## config.mk

```make
export PLATFORM = sky130hd
export DESIGN_NAME = gnr_attractor_ctrl
export DESIGN_NICKNAME = d
export VERILOG_FILES = /design/src/rtl/gnr_attractor_ctrl.sv
export SDC_FILE = /design/constraint.sdc
export NUM_CORES = 1
export LEC_CHECK = 0
export CAP_MARGIN = 20
export CORE_AREA = 2 2 481 483
export DETAILED_ROUTE_END_ITERATION = 6
export DIE_AREA = 0 0 483 485
export HOLD_SLACK_MARGIN = 0.02
export PLACE_DENSITY = 0.38
export SLEW_MARGIN = 20
export SYNTH_ARGS = -nofsm -noshare
export SYNTH_HDL_FRONTEND = slang
export SYNTH_SLANG_ARGS = --single-unit
```

## constraint.sdc

```tcl
create_clock -name clk_i -period 4 [get_ports clk_i]
set_input_delay 0.4 -clock clk_i [delete_from_list [all_inputs] [get_ports clk_i]]
set_output_delay 0.4 -clock clk_i [all_outputs]
set_load 0.005 [all_outputs]
```

## src/rtl/gnr_attractor_ctrl.sv

```systemverilog
// gnr_attractor_ctrl
//   Per-run sequencer and attractor detector for the GNR node array.
//   It takes one initial state and loads it into every node. It then steps a
//   slow (s0) and a fast (s1) trajectory until the two meet or the step budget
//   runs out, and returns the result through a valid/ready port.
//
//   Optional feature: define GNR_PERIOD_EN to measure the attractor period
//   after a meet. Without it, res_period_o is tied to 0.
//
// Ports
//   clk_i, rst_i          clock, synchronous active-high reset
//   init_valid_i/ready_o  initial-state handshake (init_data_i, max_steps_i)
//   reset_nos_o           one-cycle node load strobe
//   init_state_o          state broadcast to the nodes
//   start_s0_o/start_s1_o slow / fast trajectory step enables
//   s0_vec_i, s1_vec_i    concatenated node outputs
//   res_valid_o/ready_i   result handshake
//   res_init_o, res_state_o, res_steps_o, res_period_o, res_timeout_o
//   busy_o                controller not idle
//
// state  | meaning
// IDLE   | waiting for an initial state
// LOAD   | node load strobe
// RUN    | tortoise-hare search
// PERIOD | fast trajectory only, measuring cycle length (GNR_PERIOD_EN)
// DONE   | result held until consumed

module gnr_attractor_ctrl #(
  parameter int N_NODES = 188,
  parameter int CNT_W   = 32
) (
  input  logic               clk_i,
  input  logic               rst_i,
  input  logic               init_valid_i,
  output logic               init_ready_o,
  input  logic [N_NODES-1:0] init_data_i,
  input  logic [CNT_W-1:0]   max_steps_i,
  output logic               reset_nos_o,
  output logic [N_NODES-1:0] init_state_o,
  output logic               start_s0_o,
  output logic               start_s1_o,
  input  logic [N_NODES-1:0] s0_vec_i,
  input  logic [N_NODES-1:0] s1_vec_i,
  output logic               res_valid_o,
  input  logic               res_ready_i,
  output logic [N_NODES-1:0] res_init_o,
  output logic [N_NODES-1:0] res_state_o,
  output logic [CNT_W-1:0]   res_steps_o,
  output logic [CNT_W-1:0]   res_period_o,
  output logic               res_timeout_o,
  output logic               busy_o
);

  typedef enum logic [2:0] {
    S_IDLE   = 3'd0,
    S_LOAD   = 3'd1,
    S_RUN    = 3'd2,
    S_DONE   = 3'd3
`ifdef GNR_PERIOD_EN
    ,S_PERIOD = 3'd4
`endif
  } state_t;

  state_t             state_q, state_d;
  logic [N_NODES-1:0] init_q, init_d;
  logic [N_NODES-1:0] res_state_q, res_state_d;
  logic [CNT_W-1:0]   max_q, max_d;
  logic [CNT_W-1:0]   step_cnt_q, step_cnt_d;
  logic [CNT_W-1:0]   res_steps_q, res_steps_d;
  logic               res_timeout_q, res_timeout_d;
  logic               meet, run_timeout;
`ifdef GNR_PERIOD_EN
  logic [CNT_W-1:0]   period_cnt_q, period_cnt_d;
  logic [CNT_W-1:0]   res_period_q, res_period_d;
  logic               per_found, per_timeout;
`endif

  function automatic logic [CNT_W-1:0] sat_inc(input logic [CNT_W-1:0] v);
    return (&v) ? v : v + CNT_W'(1);
  endfunction

  // Step 0 compares the freshly loaded state with itself, so it never counts.
  assign meet        = (step_cnt_q != '0) && (s0_vec_i == s1_vec_i);
  assign run_timeout = !meet && (step_cnt_q == max_q);
`ifdef GNR_PERIOD_EN
  assign per_found   = (period_cnt_q != '0) && (s1_vec_i == res_state_q);
  assign per_timeout = !per_found && (period_cnt_q == max_q);
`endif

  always_ff @(posedge clk_i) begin
    if (rst_i) begin
      state_q       <= S_IDLE;
      init_q        <= '0;
      max_q         <= '0;
      step_cnt_q    <= '0;
      res_state_q   <= '0;
      res_steps_q   <= '0;
      res_timeout_q <= 1'b0;
`ifdef GNR_PERIOD_EN
      period_cnt_q  <= '0;
      res_period_q  <= '0;
`endif
    end else begin
      state_q       <= state_d;
      init_q        <= init_d;
      max_q         <= max_d;
      step_cnt_q    <= step_cnt_d;
      res_state_q   <= res_state_d;
      res_steps_q   <= res_steps_d;
      res_timeout_q <= res_timeout_d;
`ifdef GNR_PERIOD_EN
      period_cnt_q  <= period_cnt_d;
      res_period_q  <= res_period_d;
`endif
    end
  end

  always_comb begin
    state_d       = state_q;
    init_d        = init_q;
    max_d         = max_q;
    step_cnt_d    = step_cnt_q;
    res_state_d   = res_state_q;
    res_steps_d   = res_steps_q;
    res_timeout_d = res_timeout_q;
`ifdef GNR_PERIOD_EN
    period_cnt_d  = period_cnt_q;
    res_period_d  = res_period_q;
`endif
    unique case (state_q)
      S_IDLE: begin
        if (init_valid_i) begin
          init_d        = init_data_i;
          max_d         = max_steps_i;
          step_cnt_d    = '0;
          // Results of the previous run are dropped so a timeout flag cannot leak.
          res_state_d   = '0;
          res_steps_d   = '0;
          res_timeout_d = 1'b0;
`ifdef GNR_PERIOD_EN
          res_period_d  = '0;
`endif
          state_d       = S_LOAD;
        end
      end
      S_LOAD: state_d = S_RUN;
      S_RUN: begin
        if (meet) begin
          res_state_d = s1_vec_i;
          res_steps_d = step_cnt_q;
`ifdef GNR_PERIOD_EN
          period_cnt_d = '0;
          state_d      = S_PERIOD;
`else
          state_d      = S_DONE;
`endif
        end else if (run_timeout) begin
          res_timeout_d = 1'b1;
          res_steps_d   = step_cnt_q;
          state_d       = S_DONE;
        end else begin
          step_cnt_d = sat_inc(step_cnt_q);
        end
      end
`ifdef GNR_PERIOD_EN
      S_PERIOD: begin
        if (per_found) begin
          res_period_d = period_cnt_q;
          state_d      = S_DONE;
        end else if (per_timeout) begin
          res_timeout_d = 1'b1;
          res_period_d  = '0;
          state_d       = S_DONE;
        end else begin
          period_cnt_d = sat_inc(period_cnt_q);
        end
      end
`endif
      S_DONE: if (res_ready_i) state_d = S_IDLE;
      default: state_d = S_IDLE;
    endcase
  end

  // Strobes are gated by rst_i so nothing pulses in the reset cycle itself.
  always_comb begin
    reset_nos_o = 1'b0;
    start_s0_o  = 1'b0;
    start_s1_o  = 1'b0;
    if (!rst_i) begin
      unique case (state_q)
        S_LOAD: reset_nos_o = 1'b1;
        S_RUN: begin
          start_s0_o = !meet && !run_timeout;
          start_s1_o = !meet && !run_timeout;
        end
`ifdef GNR_PERIOD_EN
        S_PERIOD: start_s1_o = !per_found && !per_timeout;
`endif
        default: ;
      endcase
    end
    init_ready_o  = (state_q == S_IDLE);
    busy_o        = (state_q != S_IDLE);
    res_valid_o   = (state_q == S_DONE);
    init_state_o  = (state_q != S_IDLE) ? init_q : '0;
    res_init_o    = init_q;
    res_state_o   = res_state_q;
    res_steps_o   = res_steps_q;
    res_timeout_o = res_timeout_q;
`ifdef GNR_PERIOD_EN
    res_period_o  = res_period_q;
`else
    res_period_o  = '0;
`endif
  end

endmodule
```

**Word level (Yosys, flattened, before mapping)**

Index checks and enable logic that the tools add are counted.

- Add/subtract/negate cells: 1
- Eq/ne operators: 13
- Reduce and logical (&&, ||, !) cells: 16
- Mux-type cells: 25

Operators with widths:

| kind | number |
|---|---|
| 2-to-1 mux 188 bit | 3 |
| one-hot mux 188 bit (2 select lines) | 1 |
| 2-to-1 mux 32 bit | 6 |
| == test 188 bit | 1 |
| one-hot mux 32 bit (2 select lines) | 2 |
| adder 32 x 1 -> 32 bit (second input constant) | 1 |
| == test 32 bit | 1 |
| AND reduction 32 bit | 1 |
| nonzero test 32 bit | 1 |
| 2-to-1 mux 3 bit | 4 |
| != test 2 bit (second input constant) | 6 |
| one-hot mux 3 bit (4 select lines) | 1 |
| AND reduction 3 bit | 3 |
| 2-to-1 mux 1 bit | 7 |
| == test 3 x 2 -> 1 bit (second input constant) | 2 |
| AND reduction 5 bit | 1 |
| AND reduction 4 bit | 1 |
| == test 3 x 1 -> 1 bit (second input constant) | 1 |
| logical AND 1 bit | 3 |
| logical NOT 3 bit | 1 |
| != test 3 bit (second input constant) | 1 |
| nonzero test 3 bit | 1 |
| logical NOT 1 bit | 2 |
| != test 2 x 1 -> 1 bit (second input constant) | 1 |
| other kinds (3) | 3 |

- Output and inout bits: 635
- Bits in registers: 476

**Logic depth before layout (Yosys ltp)**

- Depth in word-level cells: 8
- Mapped depth: 12

**Least setup slack after synthesis**

Ideal clock, no wire load.

- Path type: in2reg
- Start: input port s1_vec_i[29]
- End: register res_state_q[167], in the netlist res_state_o[167]
- Slack: 0.921 ns
- Stages: 10
- Arrival time: 3.021 ns
- Path buffers: 3
- Library setup time: 0.059 ns
- Cells stage by stage: xor2_1 -> nor4_1 -> nand4_1 -> or4_1 -> or4_1 -> buf_2 -> nor4_4 -> buf_2 -> buf_2 -> a22o_1

- Word-level cells in the longest chain between the ends: 4

RTL lines:

| item | RTL line | RTL |
|---|---|---|
| from (decl) | 43 | `input logic [N_NODES-1:0] s1_vec_i,` |
| == test 188 bit | 83 | `assign meet = (step_cnt_q != '0) && (s0_vec_i == s1_vec_i);` |
| logical AND 1 bit | 83 |  |
| != test 2 bit (no source line) | -- |  |
| AND reduction 3 bit (no source line) | -- |  |
| to (signal assigned) | 108 | `res_state_q <= res_state_d;` |
| to (decl) | 66 | `logic [N_NODES-1:0] res_state_q, res_state_d;` |

Every way passes these cells.
A chain may end at the register's enable or synchronous reset.

**Worst setup path in the final report**

- Start: input port s1_vec_i[80]
- End: output port start_s0_o

- Word-level cells in the longest chain between the ends: 8

RTL lines:

| item | RTL line | RTL |
|---|---|---|
| == test 188 bit (*) | 83 |  |
| logical AND 1 bit (*) | 83 |  |
| logical NOT 1 bit (*) | 84, 193 |  |
| logical AND 1 bit | 84 | `assign run_timeout = !meet && (step_cnt_q == max_q);` |
| logical NOT 1 bit | 193 | `start_s0_o = !meet && !run_timeout;` |
| logical AND 1 bit (*) | 193 |  |
| 2-to-1 mux 1 bit (*) | 190 | `unique case (state_q)` |
| 2-to-1 mux 1 bit (*) | 189 | `if (!rst_i) begin` |
| to (decl) | 40 | `output logic start_s0_o,` |

Every way passes the cells marked *; elsewhere a longest branch is shown, timed or not.

==> reports/qor.csv <==
metric,value,unit
post_layout_nonfiller_instances,6717,
postLayoutSetupSlackWorst,0.00319,ns
rr_worst_depth,11,
areaGrowthSynthToFinish,89.3,%
cpMaxStageDelayCell,or4_4,
drt_first_iter_violations,1680,
cp.arrival,3.60,ns
synth_edf_count,0,
power.density,468,nW/um^2
avgViaCountPerCell,3.53,
grt_util_met1,21.8,%
rows,176,
startpoint_type,input port,
chipWidth,483,um
clk_pin_slew_worst_paths,0.05,ns
fp.dieH,485,um
cts-htree-levels,3,
postLayoutCellArea,39600,sq um
ys.warnings.count,0,
worst-path-max-fanout,2,
grt_max_degree,96,
cts_root_buffer,clkbuf_16,
place_ws,-0.596,ns
cts_tree,yes,
dieArea,234000,sq um
io_buffers,1202,
startpoint,s1_vec_i[80],
num_io_pins,1235,
cts.path.max_buffers,3,
cts.sinks,475,
wl_per_cell,29.8,um
avgSynthCellArea,8.70,sq um
max_freq,250,MHz
fin_crit,4.00,ns
use_met2,25.1,%
hp-class,input port to register,
synth-main-ff-cell,dfxtp_1,
place_inst,6564,
crit_path_cell_trace,clkdlybuf4s50_1 -> xor2_1 -> nor4_1 -> nand4_1 -> buf_4 -> or4_4 -> buf_4 -> nor4_4 -> buf_4 -> nor3_4 -> clkdlybuf4s15_1,
cts_setup_buffers,0,
dr.pass1.iters,5,
drive_gt1_share,7.64,%
worstReg2RegEnd,res_state_o[34],
synth.cell_area,20900,sq um
start_util,9.14,%
ant_nets,0,
synth_seq_cells,475,
grtUsageMet3,5.97,%
grt_usage,16.4,%
crit_top_cell,buf_4,
path_depth,11,
core_area,229000,sq um
antenna_found_initial,123,
gp_congestion,0.986,
setup_viol,0,
run_status,finished clean,
syn_inst,2406,
layout.nets,4217,
critPathCaptureType,output pin,
timing.final.crit_share,99.9,%
ir_worst_vdd,0.277,mV
grt_pass1_vias,23659,
min_from,s1_vec_i[97],
drc,0,
drt-total-wl,200000,um
hold_depth,2,
worstPathRequired,3.60,ns
crit_type,input port to output pin,
multi_input_area,10700,sq um
hold_violations,0,
slew_headroom,32.3,%
regArea,9510,sq um
vias,23729,
p_leak,13.4,nW
fin_skew,0.0256,ns
grt.busiest_layer,met2,
r2r-start,step_cnt_q[0],
ys_seq_area_share,45.4,%
final_util,17.3,%
async_reset_ff_share,0,%
grt_overflow_total,0,
ys_types,46,
hold_end,res_state_o[97],
path_delay_family,simple AND/OR/NAND/NOR gates,
clk_latency,0.70,ns
drv_slew,0,
ff2ff_setup_slack,0.57,ns
cap_violations,0,
dp_hpwl,170000,um
slowest_delay,0.52,ns
placedInstanceArea,37200,sq um
grt_pass1_wl,255000,um
cts_buffers,71,
final.fill_count,25724,
crit_buf_inv,5,
tightest_slew,1.02,ns
==> where the power goes <==
group	internal, mW	switching (mW)	total, mW	leakage [nW]
logic	2.73	3.71	6.45	8.40
clock network	3.73	2.76	6.48	1.14
registers	5.15	0.461	5.62	3.86
total	11.6	6.93	18.5	13.4
==> cell usage after synthesis (2+ instances only) <==
cell type	number	area [sq um]
nor3_1	17	85.1
inv_1	8	30.0
nand2b_1	19	119
nor4_1	44	275
buf_2	15	75.1
mux2_2	16	180
o41ai_1	3	26.3
nand3_1	17	85.1
or3_1	5	31.3
mux2i_1	17	170
xnor2_1	172	1510
buf_1	5	18.8
and2_1	6	37.5
o311ai_0	5	43.8
ha_1	6	75.1
a41o_1	8	80.1
buf_4	33	248
dfxtp_1	475	9510
or4_1	9	67.6
a22o_1	188	1650
xor2_1	48	420
nand2_1	478	1790
a31o_2	8	70.1
and4_1	2	17.5
and3_1	18	113
nor2_1	26	97.6
nand4b_1	4	35.0
a32oi_1	2	17.5
clkbuf_1	174	653
nand4_1	77	482
o21ai_1	2	10.0
nor2b_1	206	1290
o211ai_1	7	52.6
a21oi_1	226	1130
nand3b_1	33	248
a211oi_1	3	22.5
a31oi_1	15	93.8
==> routing by layer <==
layer  up-vias  wire (um)
met5         -        296
met4        46       4700
met3       269      19400
met2      1110      86400
met1     11618      89400
li1      10686          -
==> flip-flops by register name (all words and copies together), names as in the netlist <==
signal	flops
res_state_o	188
max_q	32
res_timeout_o	1
res_init_o	188
step_cnt_q	32
res_steps_o	32
state_q	2
==> layout by cell type, fill, tap and decap left out, types with 71 or more instances in the layout <==
| cell | Yosys | final |
|---|---|---|
| xnor2_1 | 172 | 171 |
| a21oi_1 | 226 | 224 |
| a22o_1 | 188 | 188 |
| buf_4 | 33 | 104 |
| dfxtp_1 | 475 | 475 |
| clkbuf_16 | 0 | 71 |
| nand2_1 | 478 | 477 |
| nor2b_1 | 206 | 206 |
| nand4_1 | 77 | 77 |
| clkdlybuf4s50_1 | 0 | 1195 |
==> metrics by stage <==
step / TNS [ns] / hold WS (ns) / total power, mW
final: 0 / 0.122 / 18.5
after global routing: -0.0274 / 0.0992 / 19.6
after CTS: 0 / 0.0367 / 19.1
after detailed placement: -96.29 / 0.458 / 12.4
after global placement: -104.99 / 0.452 / 12.3
after floorplan: 0 / 0.449 / 7.99
==> area by class of cell <==
class / instances / share of cell area, %
flip-flops and latches: 475 / 24.0
multi-input cells: 1727 / 26.9
inverters: 8 / 0.0758
clock inverters: 19 / 0.511
clock buffers: 108 / 5.34
diodes: 26 / 0.164
repair buffers: 1328 / 33.5
well taps: 3026 / 9.55
==> worst max path at each step <==
stage	endpoint	slack, ns
final	start_s0_o	0.003
after global routing	start_s1_o	-0.02
after CTS	start_s0_o	0.05
after detailed placement	start_s0_o	-0.60
after global placement	start_s0_o	-0.68
after floorplan	res_state_o[167]	0.92
==> what timing repair did <==
item | CTS | global route
endpoints found under the setup margin | 2 | 2
pin swaps | 4 | 1
gates resized for setup | 16 | 5
hold buffers | 0 | 0
==> kinds of logic (layout without fill, tap and decap cells) <==
group	Yosys count	in the layout	share of synthesized area [%]
buffers and inverters	235	1463	4.89
DFF	475	475	45.4
and+or+nand+nor	964	964	23.0
AOI/OAI and AO/OA	472	472	15.4
other	1	58	0.0179
muxes	33	33	1.67
xor gates and xnor gates	220	220	9.20
adders and majority gates	6	6	0.359
No activity file was read; power rests on OpenSTA's default activity.
